==> src/rtl/bus_slave85.sv <==
// -----------------------------------------------------------------------------
// bus_slave85
// Memory/IO responder on a multiplexed 8085-style bus. It latches the address
// from the AD bus while ale is high and decodes a 2**MEMBITS byte RAM window.
// It inserts WAITCNT wait states through ready, then drives a synchronous RAM
// back-end, or returns RAM read data on the AD bus.
//
// Optional feature macro: BUSSLV_IOPORT_EN
//   When defined, IO cycles (iom latched high, addr[7:3]==0) reach an 8x8 port
//   file. Port accesses have zero wait states and never strobe the RAM. The port
//   file is visible on port_q. When undefined, IO cycles are treated as
//   unselected and port_q does not exist.
//
// Ports
//   clk        in   system clock, posedge
//   rst_       in   asynchronous reset, active low
//   ale        in   address latch enable
//   ad_d       in   AD bus input (address low byte / write data)
//   a_hi       in   upper address byte
//   iom        in   1 = IO cycle, 0 = memory cycle
//   rd_, wr_   in   read / write strobes, active low
//   ad_q       out  read data toward the AD bus
//   ad_oe      out  AD bus drive enable
//   ready      out  0 = insert wait state
//   ram_addr   out  RAM address (offset inside the window)
//   ram_wdata  out  RAM write data
//   ram_we     out  RAM write strobe, one clk
//   ram_re     out  RAM read strobe, one clk; data valid the following clk
//   ram_rdata  in   RAM read data
//   port_q     out  flat view of the port file (BUSSLV_IOPORT_EN only)
// -----------------------------------------------------------------------------
module bus_slave85 #(
  parameter int                  DATASIZE = 8,
  parameter int                  ADDRSIZE = 16,
  parameter int                  MEMBITS  = 12,
  parameter logic [ADDRSIZE-1:0] MEMBASE  = 16'h0000,
  parameter int                  WAITCNT  = 1
) (
  input  logic                clk,
  input  logic                rst_,
  input  logic                ale,
  input  logic [DATASIZE-1:0] ad_d,
  input  logic [7:0]          a_hi,
  input  logic                iom,
  input  logic                rd_,
  input  logic                wr_,
  output logic [DATASIZE-1:0] ad_q,
  output logic                ad_oe,
  output logic                ready,
  output logic [MEMBITS-1:0]  ram_addr,
  output logic [DATASIZE-1:0] ram_wdata,
  output logic                ram_we,
  output logic                ram_re,
  input  logic [DATASIZE-1:0] ram_rdata
`ifdef BUSSLV_IOPORT_EN
  ,
  output logic [63:0]         port_q
`endif
);

  localparam logic [3:0] LP_WAIT = 4'(WAITCNT);

  typedef enum logic [2:0] {
    S_IDLE, S_WAIT, S_RACC, S_RDAT, S_WACC, S_HOLD
  } state_t;

  state_t              r_state, w_state_nxt;
  logic [ADDRSIZE-1:0] r_addr;
  logic                r_iom;
  logic                r_rd_q, r_wr_q;
  logic                r_isrd, w_isrd_nxt;
  logic [3:0]          r_count, w_count_nxt;
  logic                r_ready, w_ready_nxt;
  logic                r_ad_oe, w_ad_oe_nxt;
  logic                r_ram_we, w_ram_we_nxt;
  logic                r_ram_re, w_ram_re_nxt;
  logic [DATASIZE-1:0] r_ad_q, w_ad_q_nxt;
  logic [DATASIZE-1:0] r_ram_wdata, w_ram_wdata_nxt;
  logic                w_sel_mem, w_io_hit, w_start, w_released;

`ifdef BUSSLV_IOPORT_EN
  logic [7:0] r_port [8];
  logic       r_io, w_io_nxt, w_port_we;
  assign w_io_hit = r_iom & (r_addr[7:3] == 5'd0);
`else
  assign w_io_hit = 1'b0;
`endif

  // Only the bits above the window are decoded, so offsets wrap in-window.
  assign w_sel_mem  = ~r_iom & (r_addr[ADDRSIZE-1:MEMBITS] == MEMBASE[ADDRSIZE-1:MEMBITS]);
  // A start is a falling strobe edge seen against the previous clk's sample.
  assign w_start    = (r_state == S_IDLE) & ((~rd_ & r_rd_q) | (~wr_ & r_wr_q));
  assign w_released = r_isrd ? rd_ : wr_;

  assign ram_addr  = r_addr[MEMBITS-1:0];
  assign ad_q      = r_ad_q;
  assign ad_oe     = r_ad_oe;
  assign ready     = r_ready;
  assign ram_wdata = r_ram_wdata;
  assign ram_we    = r_ram_we;
  assign ram_re    = r_ram_re;

  always_comb begin
    w_state_nxt     = r_state;
    w_isrd_nxt      = r_isrd;
    w_count_nxt     = r_count;
    w_ready_nxt     = r_ready;
    w_ad_oe_nxt     = r_ad_oe;
    w_ad_q_nxt      = r_ad_q;
    w_ram_wdata_nxt = r_ram_wdata;
    w_ram_we_nxt    = 1'b0;
    w_ram_re_nxt    = 1'b0;
`ifdef BUSSLV_IOPORT_EN
    w_io_nxt        = r_io;
    w_port_we       = 1'b0;
`endif

    unique case (r_state)
      S_IDLE: begin
        // Both strobes low is a bus error: no start is taken.
        if (w_start && (rd_ ^ wr_) && (w_sel_mem || w_io_hit)) begin
          w_isrd_nxt = ~rd_;
`ifdef BUSSLV_IOPORT_EN
          w_io_nxt   = w_io_hit;
`endif
          if (!w_io_hit && (LP_WAIT != 4'd0)) begin
            w_state_nxt = S_WAIT;
            w_count_nxt = LP_WAIT;
            w_ready_nxt = 1'b0;
          end else begin
            w_state_nxt  = ~rd_ ? S_RACC : S_WACC;
            w_ram_re_nxt = ~rd_ & ~w_io_hit;
          end
        end
      end
      S_WAIT: begin
        // Exit while count is 1 so ready is low for exactly WAITCNT clks.
        if (r_count <= 4'd1) begin
          w_ready_nxt  = 1'b1;
          w_state_nxt  = r_isrd ? S_RACC : S_WACC;
          w_ram_re_nxt = r_isrd;
        end else begin
          w_count_nxt = r_count - 4'd1;
        end
      end
      S_RACC: w_state_nxt = S_RDAT;
      S_RDAT: begin
        w_ad_q_nxt = ram_rdata;
`ifdef BUSSLV_IOPORT_EN
        if (r_io) w_ad_q_nxt = DATASIZE'(r_port[r_addr[2:0]]);
`endif
        w_ad_oe_nxt = 1'b1;
        w_state_nxt = S_HOLD;
      end
      S_WACC: begin
`ifdef BUSSLV_IOPORT_EN
        if (r_io) begin
          w_port_we = 1'b1;
        end else begin
          w_ram_we_nxt    = 1'b1;
          w_ram_wdata_nxt = ad_d;
        end
`else
        w_ram_we_nxt    = 1'b1;
        w_ram_wdata_nxt = ad_d;
`endif
        w_state_nxt = S_HOLD;
      end
      S_HOLD: begin
        if (rd_ && wr_) begin
          w_ad_oe_nxt = 1'b0;
          w_state_nxt = S_IDLE;
        end
      end
      default: w_state_nxt = S_IDLE;
    endcase

    // A new address phase, or losing the strobe before the data phase ends,
    // abandons the cycle without touching RAM or ports.
    if ((r_state != S_IDLE) && (ale || (w_released && (r_state != S_HOLD)))) begin
      w_state_nxt  = S_IDLE;
      w_ready_nxt  = 1'b1;
      w_ad_oe_nxt  = 1'b0;
      w_ram_we_nxt = 1'b0;
      w_ram_re_nxt = 1'b0;
`ifdef BUSSLV_IOPORT_EN
      w_port_we    = 1'b0;
`endif
    end
  end

  always_ff @(posedge clk or negedge rst_) begin
    if (!rst_) begin
      r_state     <= S_IDLE;
      r_addr      <= '0;
      r_iom       <= 1'b0;
      r_rd_q      <= 1'b1;
      r_wr_q      <= 1'b1;
      r_isrd      <= 1'b0;
      r_count     <= 4'd0;
      r_ready     <= 1'b1;
      r_ad_oe     <= 1'b0;
      r_ad_q      <= '0;
      r_ram_wdata <= '0;
      r_ram_we    <= 1'b0;
      r_ram_re    <= 1'b0;
    end else begin
      r_rd_q <= rd_;
      r_wr_q <= wr_;
      if (ale) begin
        r_addr <= {a_hi, ad_d};
        r_iom  <= iom;
      end
      r_state     <= w_state_nxt;
      r_isrd      <= w_isrd_nxt;
      r_count     <= w_count_nxt;
      r_ready     <= w_ready_nxt;
      r_ad_oe     <= w_ad_oe_nxt;
      r_ad_q      <= w_ad_q_nxt;
      r_ram_wdata <= w_ram_wdata_nxt;
      r_ram_we    <= w_ram_we_nxt;
      r_ram_re    <= w_ram_re_nxt;
    end
  end

`ifdef BUSSLV_IOPORT_EN
  always_ff @(posedge clk or negedge rst_) begin
    if (!rst_) begin
      r_io <= 1'b0;
      for (int i = 0; i < 8; i++) r_port[i] <= 8'd0;
    end else begin
      r_io <= w_io_nxt;
      if (w_port_we) r_port[r_addr[2:0]] <= ad_d[7:0];
    end
  end

  always_comb begin
    port_q = '0;
    for (int i = 0; i < 8; i++) port_q[i*8 +: 8] = r_port[i];
  end
`endif

endmodule

==> config.mk <==
export PLATFORM = sky130hd
export DESIGN_NAME = bus_slave85
export DESIGN_NICKNAME = d
export VERILOG_FILES = /design/src/rtl/bus_slave85.sv
export SDC_FILE = /design/constraint.sdc
export NUM_CORES = 1
export LEC_CHECK = 0
export BUFFER_PORTS_ARGS = -buffer_cell sky130_fd_sc_hd__buf_2
export CORE_MARGIN = 2
export CORE_UTILIZATION = 52
export DETAILED_ROUTE_END_ITERATION = 6
export PLACE_DENSITY = 0.79
export SETUP_SLACK_MARGIN = 0.2
export SLEW_MARGIN = 5
export SYNTH_ARGS = -nofsm -noshare
export SYNTH_HDL_FRONTEND = slang
export SYNTH_SLANG_ARGS = --single-unit
==> constraint.sdc <==
create_clock -name clk -period 1.8 [get_ports clk]
set_input_delay 0.36 -clock clk [delete_from_list [all_inputs] [get_ports clk]]
set_output_delay 0.36 -clock clk [all_outputs]
set_load 0.02 [all_outputs]
; After elaboration in Yosys (flattened, before gate mapping)
; Index checks and enable logic that the tools add are counted.
; W data, S select, Z words.
[classes]
n_addsub = 1
order_cmp = 1
eq_ne = 11
n_mux = 22
bitwise = 9
reduce_logical = 18
[op_table]
columns = cell, count
row1 = $mux W3, 5
row2 = $pmux W3 S5, 1
row3 = $mux W1, 11
row4 = $ne A3 B3 Y1 const B, 3
row5 = $reduce_and A3 Y1, 3
row6 = $reduce_bool A3 Y1, 3
row7 = $mux W4, 2
row8 = $pmux W4 S2, 1
row9 = $eq A3 B2 Y1 const B, 2
row10 = $eq A3 B3 Y1 const B, 2
row11 = $logic_and A1 B1 Y1, 5
row12 = $and A1 B1 Y1, 4
row13 = $le A4 B1 Y1 const B, 1
row14 = $logic_not A4 Y1, 1
row15 = $pmux W1 S2, 2
row16 = $reduce_and A2 Y1, 2
row17 = $sub A4 B1 Y4 const B, 1
row18 = $eq A3 B1 Y1 const B, 1
row19 = $logic_not A3 Y1, 1
row20 = $ne A3 B1 Y1 const B, 1
row21 = $not A1 Y1, 3
row22 = $ne A2 B1 Y1 const B, 1
row23 = $ne A2 B2 Y1 const B, 1
row24 = $reduce_bool A2 Y1, 1
row25 = other kinds (4), 4
[word_totals]
reg_bits = 47
inputBits = 30
word_cells = 75

; Longest topological paths before layout
; Gate-level depths: netlist of run 1.
[logic_depth]
ltp_word = 9
depth_mapped = 6
ltp_nobuf = 6

; Worst setup path before layout of run 1
; OpenSTA, ideal clock, no wires.
[synth_timing]
path_kind = input-to-reg
from = input port rd_
to = register r_count[3]
arrival_ps = 1414
required_time_ps = 1721
slack_ps = 307
cell_stages = 5
path_cell_list = ha_1 > nor4b_4 > o2111ai_1 > a21oi_1 > mux2i_1
[synth_via]
elab_chain_len = 8
elab_cells_between_ends = 9
cone_classes = eq/ne (1) / bitwise (5) / reduce/logical (3)
[synth_lines]
columns = element, line
row1 = from (decl), 45  ; input logic rd_,
row2 = $not A1 Y1, -
row3 = $and A1 B1 Y1, 92  ; assign w_start = (r_state == S_IDLE) & ((~rd_ & r_rd_q) | (~wr_ & r_wr_q));
row4 = $or A1 B1 Y1, 92
row5 = $and A1 B1 Y1, 92
row6 = $logic_and A1 B1 Y1 * (2 in series), 121  ; if (w_start && (rd_ ^ wr_) && (w_sel_mem || w_io_hit)) begin
row7 = $ne A2 B1 Y1 (no source line) *, -
row8 = $reduce_and A3 Y1 (no source line) *, -
row9 = to (signal assigned), 216  ; r_count <= w_count_nxt;
row10 = to (decl), 72  ; logic [3:0] r_count, w_count_nxt;
; Mark *: on every way between the ends. The rest lies on a longest branch, timed or not.
; A chain may end at the register's enable or synchronous reset.

; Final worst setup path of run 1
[layout_timing]
from = register r_count[1]
to = register r_ready (netlist: ready)
[layout_via]
elab_chain_len = 3
[layout_lines]
columns = element, line
row1 = $le A4 B1 Y1, 138  ; if (r_count <= 4'd1) begin
row2 = $ne A3 B3 Y1 (no source line), -
row3 = $reduce_and A3 Y1 (no source line), -
row4 = to (signal assigned), 217  ; r_ready <= w_ready_nxt;
row5 = to (decl), 73  ; logic r_ready, w_ready_nxt;
; No other way between the ends.

==> results of run 1 <==
==> sequential cells by signal, indices dropped and copies added (netlist names) <==
register   count
ready          1
r_count        4
ram_wdata      8
ad_q           8
r_wr_q         1
r_rd_q         1
ram_we         1
r_state        3
r_addr        16
ad_oe          1
r_isrd         1
ram_re         1
r_iom          1
==> worst reg2reg max path: stages (launching register included) <==
cell and delay [ns]:
dfrtp_1 0.39, inv_2 0.09, ha_2 0.18, nor2_2 0.05
o311ai_4 0.35, o2bb2ai_2 0.17, a221oi_2 0.28
==> cell usage after synthesis, drive strengths merged, types with 2 or more instances <==
library cell	number	area (um2)
ha	3	37.5
nor4b	2	32.5
nand2b	3	18.8
dfstp	3	78.8
mux2i	4	40.0
clkbuf	2	7.51
nor3	2	32.5
nand2	8	32.5
nor2b	4	32.5
buf	15	124
mux2	34	413
inv	6	22.5
o2111ai	2	23.8
nor2	6	30.0
o21ai	2	10.0
nand3	2	10.0
dfrtp	44	1100
a21oi	6	30.0
==> where the power goes <==
part / total (mW) / internal, mW / switching [mW] / leakage (nW)
Clock: 0.605 / 0.271 / 0.334 / 0.0412
Sequential: 1.44 / 1.26 / 0.182 / 0.567
Combinational: 1.03 / 0.524 / 0.511 / 0.646
==> per-stage QoR <==
stage	hold WS, ns	power [mW]	worst slack [ns]	instances
2_1_floorplan	0.0644	2.13	0.307	164
3_3_place_gp	0.341	2.35	0.0805	262
3_5_place_dp	0.345	2.37	0.0213	262
4_1_cts	0.0214	3.04	0.202	271
5_1_grt	0.0409	3.25	0.148	274
6_report	0.0143	3.08	0.197	274
==> worst max-delay path by stage <==
stage	from	to	slack, ns	cells past startpoint
after floorplan	rd_	r_count[3]	0.31	5
after global placement	rd_	r_count[3]	0.08	6
after detailed placement	rd_	r_count[3]	0.02	6
after CTS	r_count[0]	ready	0.20	6
after global routing	r_count[1]	ready	0.15	6
final	r_count[1]	ready	0.20	6
==> what timing repair did <==
item,4_1_cts,5_1_grt
resized for setup,7,6
pin swaps,1,1
setup buffers,1,3
endpoints found under the setup margin,6,7
==> layer usage <==
layer	vias up	track usage	wire [um]
met2	48	0.294	2000
met1	696	0.227	1750
met4	0	0.0620	59
met5	-	0	0
met3	7	0.0480	229
li1	683	-	-
==> cells by family (layout without fill, tap and decap cells) <==
group / Yosys count / after routing / synth area share
muxes: 38 / 38 / 0.202
buffers and inverters: 23 / 83 / 0.0686
AOI/OAI and AO/OA: 19 / 19 / 0.0776
and+or+nand+nor: 34 / 34 / 0.109
adders and majority gates: 3 / 3 / 0.0167
DFF: 47 / 47 / 0.526
==> cell type report <==
type,instances,area [um2],share of cell area
Clock inverter,2,12.5,0.00469
Tap cell,50,62.6,0.0234
Sequential cell,47,1180,0.443
Timing Repair Buffer,69,378,0.142
Inverter,6,22.5,0.00843
Clock buffer,6,72.6,0.0272
Multi-Input combinational cell,94,938,0.351
==> impl_metrics.xml, run 1 <==
<?xml version="1.0" encoding="UTF-8"?>
<metrics>
  <group name="run_status">
    <metric name="outcome" unit="">complete, no violations</metric>
  </group>
  <group name="yosys">
    <metric name="synthArstFlopShare" unit="">1.00</metric>
    <metric name="ys_dominant_reg_cell" unit="">dfrtp_1</metric>
    <metric name="postSynthRegisterBits" unit="">47</metric>
    <metric name="ys.warnings.count" unit="">0</metric>
    <metric name="syn_area_per_cell" unit="um2">13.7</metric>
    <metric name="netlist_area" unit="mm2">0.00224</metric>
    <metric name="synth_sequential_area_ratio" unit="">0.526</metric>
    <metric name="synth.net_count" unit="">197</metric>
    <metric name="syn-instance-count" unit="">164</metric>
    <metric name="number_of_enable_flip_flop_cells_after_synthesis" unit="">0</metric>
    <metric name="post_synth_num_cell_types" unit="">43</metric>
  </group>
  <group name="routing">
    <metric name="routed_via_density" unit="">5.23</metric>
    <metric name="totalWireLength" unit="um">4040</metric>
    <metric name="wl_per_cell" unit="um">14.7</metric>
    <metric name="firstDrtPassIters" unit="">4</metric>
    <metric name="routed-via-count" unit="">1434</metric>
    <metric name="drt.antenna.violating_nets" unit="">0</metric>
    <metric name="drcViolationCount" unit="">0</metric>
    <metric name="drt_first_iter_violations" unit="">55</metric>
  </group>
  <group name="global_route">
    <metric name="total_overflow_reported_by_the_global_router" unit="">0</metric>
    <metric name="grt_pass1_vias" unit="">1451</metric>
    <metric name="grt_util_all_layers" unit="">0.178</metric>
    <metric name="grt_first_pass_wirelength" unit="um">6880</metric>
    <metric name="grt_start_max_net_pins" unit="">28</metric>
    <metric name="grt_antenna_before_repair" unit="">0</metric>
  </group>
  <group name="hold_path">
    <metric name="path_class_of_the_lowest_slack_min_delay_path" unit="">in -&gt; async</metric>
  </group>
  <group name="setup_path">
    <metric name="ff2ff_setup_slack" unit="ns">0.20</metric>
    <metric name="cpMaxStageDelayCell" unit="">dfrtp_1</metric>
    <metric name="path_buf_inv" unit="">1</metric>
    <metric name="end_kind" unit="">flip-flop</metric>
    <metric name="startpoint_type" unit="">flip-flop</metric>
    <metric name="path_cells" unit="">inv_2 -&gt; ha_2 -&gt; nor2_2 -&gt; o311ai_4 -&gt; o2bb2ai_2 -&gt; a221oi_2</metric>
    <metric name="worstPathArrival" unit="ns">1.81</metric>
    <metric name="worstRegToRegCells" unit="">6</metric>
    <metric name="regToRegEndpoint" unit="">ready</metric>
    <metric name="worst-path-max-fanout" unit="">6</metric>
    <metric name="crit_path_max_incr_delay" unit="ns">0.39</metric>
    <metric name="criticalPathCategory" unit="">reg -&gt; reg</metric>
    <metric name="worstReg2RegStart" unit="">r_count[1]</metric>
    <metric name="cp_top_family" unit="">compound AO/OA/AOI/OAI gates</metric>
    <metric name="critical_path_required" unit="ns">2.01</metric>
  </group>
  <group name="clock_network">
    <metric name="cts_tree" unit="">built</metric>
    <metric name="cts_hold_repair.buffers" unit="">0</metric>
    <metric name="number_of_buffers_inserted_during_clock_tree_synthesis" unit="">5</metric>
    <metric name="cts.reportedPaths.clkPinSlew" unit="ns">0.09</metric>
    <metric name="worst_skew_pair.late_latency" unit="ns">0.30</metric>
    <metric name="cts.sink_count" unit="">47</metric>
    <metric name="cts_max_path_buffers" unit="">2</metric>
    <metric name="cts.htree.levels" unit="">2</metric>
    <metric name="clk_root_buffer_cell" unit="">clkbuf_8</metric>
  </group>
  <group name="floorplanning">
    <metric name="die_x" unit="um">69.7</metric>
    <metric name="floorplan.io_pins" unit="">62</metric>
    <metric name="die_area" unit="mm2">0.00485</metric>
    <metric name="design.core.area" unit="mm2">0.00409</metric>
    <metric name="placement_rows" unit="">23</metric>
    <metric name="die_height" unit="um">69.7</metric>
    <metric name="initial_utilization" unit="">0.549</metric>
  </group>
  <group name="sta">
    <metric name="maxSlewHeadroom" unit="">0.676</metric>
    <metric name="finalSetupViolCount" unit="">0</metric>
    <metric name="min_period_over_period" unit="">0.891</metric>
    <metric name="finalSetupTns" unit="ns">0</metric>
    <metric name="final_report_max_slew_violation_count" unit="">0</metric>
    <metric name="max_slew.worst_pin.slew" unit="ns">0.486</metric>
    <metric name="fin_crit" unit="ns">1.60</metric>
    <metric name="max_clock_freq" unit="MHz">624</metric>
    <metric name="unrepaired_setup_endpoints_after_global_routing" unit="">yes</metric>
    <metric name="clock_skew" unit="ns">0.00822</metric>
    <metric name="final_hold_viol_count" unit="">0</metric>
  </group>
  <group name="finish">
    <metric name="filler_cell_count" unit="">322</metric>
    <metric name="areaGrowthSynthToFinish" unit="%">19.1</metric>
    <metric name="final_layout_size_suffix_gt1_frac" unit="">0.598</metric>
    <metric name="final_nets" unit="">256</metric>
    <metric name="finish.utilization" unit="">0.653</metric>
    <metric name="mostFrequentLayoutCell" unit="">buf_2</metric>
    <metric name="final_cell_mix" unit="">buf_2, dfrtp_1, mux2_2, mux2_4</metric>
    <metric name="fin_area" unit="mm2">0.00267</metric>
    <metric name="antenna-diode-count" unit="">0</metric>
  </group>
  <group name="placement">
    <metric name="gp_congestion" unit="">0.831</metric>
    <metric name="placedInstanceArea" unit="mm2">0.00252</metric>
    <metric name="numPortBuffers" unit="">61</metric>
    <metric name="post-dp-hpwl" unit="um">3060</metric>
  </group>
  <group name="job">
    <metric name="maxCapViolCount" unit="">0</metric>
  </group>
  <group name="power">
    <metric name="p_per_area" unit="mW/mm2">1150</metric>
    <metric name="irDropWorstVdd" unit="V">0.000698</metric>
    <metric name="static_leak" unit="nW">1.25</metric>
  </group>
</metrics>
(Power assumes the default switching activity.)
==> run 2: changes to the inputs <==
--- a/config.mk
+++ b/config.mk
@@ -6,10 +6,12 @@
 export NUM_CORES = 1
 export LEC_CHECK = 0
 export BUFFER_PORTS_ARGS = -buffer_cell sky130_fd_sc_hd__buf_2
+export CAP_MARGIN = 20
 export CORE_MARGIN = 2
-export CORE_UTILIZATION = 52
+export CORE_UTILIZATION = 54
+export CTS_BUF_LIST = sky130_fd_sc_hd__clkbuf_4
 export DETAILED_ROUTE_END_ITERATION = 6
-export PLACE_DENSITY = 0.79
+export PLACE_DENSITY = 0.82
 export SETUP_SLACK_MARGIN = 0.2
 export SLEW_MARGIN = 5
 export SYNTH_ARGS = -nofsm -noshare
==> impl_metrics.xml, run 2 (synthesized netlist as in run 1, its figures left out) <==
<?xml version="1.0" encoding="UTF-8"?>
<metrics>
  <group name="setup_path">
    <metric name="crit_path_max_incr_delay" unit="ns">0.45</metric>
    <metric name="worst-path-max-fanout" unit="">6</metric>
    <metric name="worstPathArrival" unit="ns">1.84</metric>
    <metric name="critical-path-top-cell-by-count" unit="">buf_4</metric>
    <metric name="end_kind" unit="">flip-flop</metric>
    <metric name="startpoint_type" unit="">flip-flop</metric>
    <metric name="criticalPathCategory" unit="">reg -&gt; reg</metric>
    <metric name="cp_top_family" unit="">buffers and inverters</metric>
    <metric name="critical_path_required" unit="ns">2.04</metric>
    <metric name="path_buf_inv" unit="">4</metric>
    <metric name="cpMaxStageDelayCell" unit="">dfrtp_1</metric>
    <metric name="path_cells" unit="">inv_2 -&gt; ha_4 -&gt; nor2_4 -&gt; o311ai_4 -&gt; buf_6 -&gt; buf_4 -&gt; buf_4 -&gt; o221ai_1</metric>
  </group>
  <group name="routing">
    <metric name="firstDrtPassIters" unit="">4</metric>
    <metric name="totalWireLength" unit="um">4280</metric>
    <metric name="routed-via-count" unit="">1527</metric>
    <metric name="wl_per_cell" unit="um">15.0</metric>
    <metric name="drt.antenna.violating_nets" unit="">0</metric>
    <metric name="drt_first_iter_violations" unit="">52</metric>
    <metric name="routed_via_density" unit="">5.34</metric>
    <metric name="drcViolationCount" unit="">0</metric>
  </group>
  <group name="power">
    <metric name="irDropWorstVdd" unit="V">0.000872</metric>
    <metric name="finalPower" unit="mW">3.30</metric>
    <metric name="static_leak" unit="nW">1.33</metric>
    <metric name="p_per_area" unit="mW/mm2">1170</metric>
  </group>
  <group name="finish">
    <metric name="multi_input_area" unit="um2">980</metric>
    <metric name="largest-register" unit="">r_addr</metric>
    <metric name="mostFrequentLayoutCell" unit="">buf_2</metric>
    <metric name="register_area" unit="mm2">0.00118</metric>
    <metric name="finish.utilization" unit="">0.703</metric>
    <metric name="antenna-diode-count" unit="">0</metric>
    <metric name="final-instance-count-excl-fill" unit="">286</metric>
    <metric name="areaGrowthSynthToFinish" unit="%">25.4</metric>
    <metric name="largest_register_ffs" unit="">16</metric>
    <metric name="final_nets" unit="">268</metric>
    <metric name="filler_cell_count" unit="">288</metric>
    <metric name="final_layout_size_suffix_gt1_frac" unit="">0.636</metric>
    <metric name="final_cell_mix" unit="">buf_2, dfrtp_1, mux2_2, buf_4, mux2_4</metric>
    <metric name="fin_area" unit="mm2">0.00281</metric>
  </group>
  <group name="sta">
    <metric name="max_slew.worst_pin.slew" unit="ns">0.413</metric>
    <metric name="final_report_max_slew_violation_count" unit="">0</metric>
    <metric name="finalSetupTns" unit="ns">0</metric>
    <metric name="clock_skew" unit="ns">0.0192</metric>
    <metric name="finalHoldWorstSlack" unit="ns">0.123</metric>
    <metric name="final_hold_viol_count" unit="">0</metric>
    <metric name="max_clock_freq" unit="MHz">626</metric>
    <metric name="maxSlewHeadroom" unit="">0.725</metric>
    <metric name="unrepaired_setup_endpoints_after_global_routing" unit="">yes</metric>
    <metric name="finalSetupViolCount" unit="">0</metric>
    <metric name="min_period_over_period" unit="">0.888</metric>
    <metric name="fin_crit" unit="ns">1.60</metric>
    <metric name="finalWorstSetupSlack" unit="ns">0.202</metric>
  </group>
  <group name="global_route">
    <metric name="grt_start_max_net_pins" unit="">32</metric>
    <metric name="grt_pass1_vias" unit="">1405</metric>
    <metric name="total_overflow_reported_by_the_global_router" unit="">0</metric>
    <metric name="grt_first_pass_wirelength" unit="um">6220</metric>
    <metric name="grt_antenna_before_repair" unit="">0</metric>
    <metric name="grt_util_all_layers" unit="">0.184</metric>
  </group>
  <group name="floorplanning">
    <metric name="floorplan.io_pins" unit="">62</metric>
    <metric name="design.core.area" unit="mm2">0.00400</metric>
    <metric name="die_height" unit="um">68.4</metric>
    <metric name="die_x" unit="um">68.4</metric>
    <metric name="initial_utilization" unit="">0.561</metric>
    <metric name="die_area" unit="mm2">0.00468</metric>
    <metric name="placement_rows" unit="">23</metric>
  </group>
  <group name="placement">
    <metric name="dpl_worst_slack" unit="ns">0.0451</metric>
    <metric name="placedInstanceArea" unit="mm2">0.00253</metric>
    <metric name="numPortBuffers" unit="">61</metric>
    <metric name="placed_insts" unit="">263</metric>
    <metric name="post-dp-hpwl" unit="um">2920</metric>
    <metric name="gp_congestion" unit="">0.806</metric>
  </group>
  <group name="run_status">
    <metric name="outcome" unit="">complete, no violations</metric>
  </group>
  <group name="job">
    <metric name="maxCapViolCount" unit="">0</metric>
  </group>
  <group name="clock_network">
    <metric name="cts.sink_count" unit="">47</metric>
    <metric name="number_of_buffers_inserted_during_clock_tree_synthesis" unit="">5</metric>
    <metric name="worst_skew_pair.late_latency" unit="ns">0.38</metric>
    <metric name="clk_root_buffer_cell" unit="">clkbuf_4</metric>
    <metric name="cts.reportedPaths.clkPinSlew" unit="ns">0.14</metric>
    <metric name="cts_tree" unit="">built</metric>
    <metric name="cts.htree.levels" unit="">2</metric>
    <metric name="cts_max_path_buffers" unit="">2</metric>
  </group>
  <group name="hold_path">
    <metric name="path_class_of_the_lowest_slack_min_delay_path" unit="">in -&gt; reg</metric>
  </group>
</metrics>
## run 2: changes by cell type in the layout (fill, tap and decap cells not counted), sizes merged
cell,delta
dlygate4sd3,+1
clkbuf,-1
buf,+11
bufinv,+1
inv,+1
clkinvlp,-1
## run 2: where the power goes
part,leakage [nW],switching (mW),internal (mW)
combinational,0.716,0.581,0.632
clock,0.0458,0.356,0.300
sequential,0.565,0.173,1.26
total,1.33,1.11,2.19
## run 2: what timing repair did
action | in CTS | in global routing
hold buffers | 1 | 0
setup endpoints to repair | 7 | 12
endpoints found under the hold margin | 14 | 0
resized for setup | 2 | 20
setup buffers | 2 | 12
pin swaps | 1 | 5
gates cloned | 0 | 0
## run 2: cell type report
type / count / area share
sequential: 47 / 0.421
multi-input combinational: 94 / 0.348
timing repair buffer: 81 / 0.170
tap: 50 / 0.0222
clock inverter: 3 / 0.0169
clock buffer: 5 / 0.0133
inverter: 6 / 0.00801
## run 2: worst register-to-register path: cells and delay by family, from the launching register on
kind / cells / cell delay (ns)
AOI/OAI and AO/OA: 2 / 0.38
adders and majority gates: 1 / 0.14
buffers and inverters: 4 / 0.46
DFF: 1 / 0.45
and+or+nand+nor: 1 / 0.04
## run 2: worst paths after layout
kind / start / slack, ns / cells past startpoint / endpoint
max: r_count[0] / 0.20 / 8 / r_state[0]
min: wr_ / 0.12 / 1 / r_wr_q
max reg2reg: r_count[0] / 0.20 / 8 / r_state[0]
min reg2reg: ready / 0.50 / 2 / ready
max in group asynchronous: rst_ / 0.80 / 3 / ready
min in group asynchronous: rst_ / 0.45 / 2 / r_addr[4]
## run 2: layer usage
layer	GRT usage	vias to the layer above	share of wire
met4	0.0650	0	0.014
met1	0.238	737	0.44
met5	0	-	0
met2	0.291	63	0.48
li1	-	719	-
met3	0.0592	8	0.069
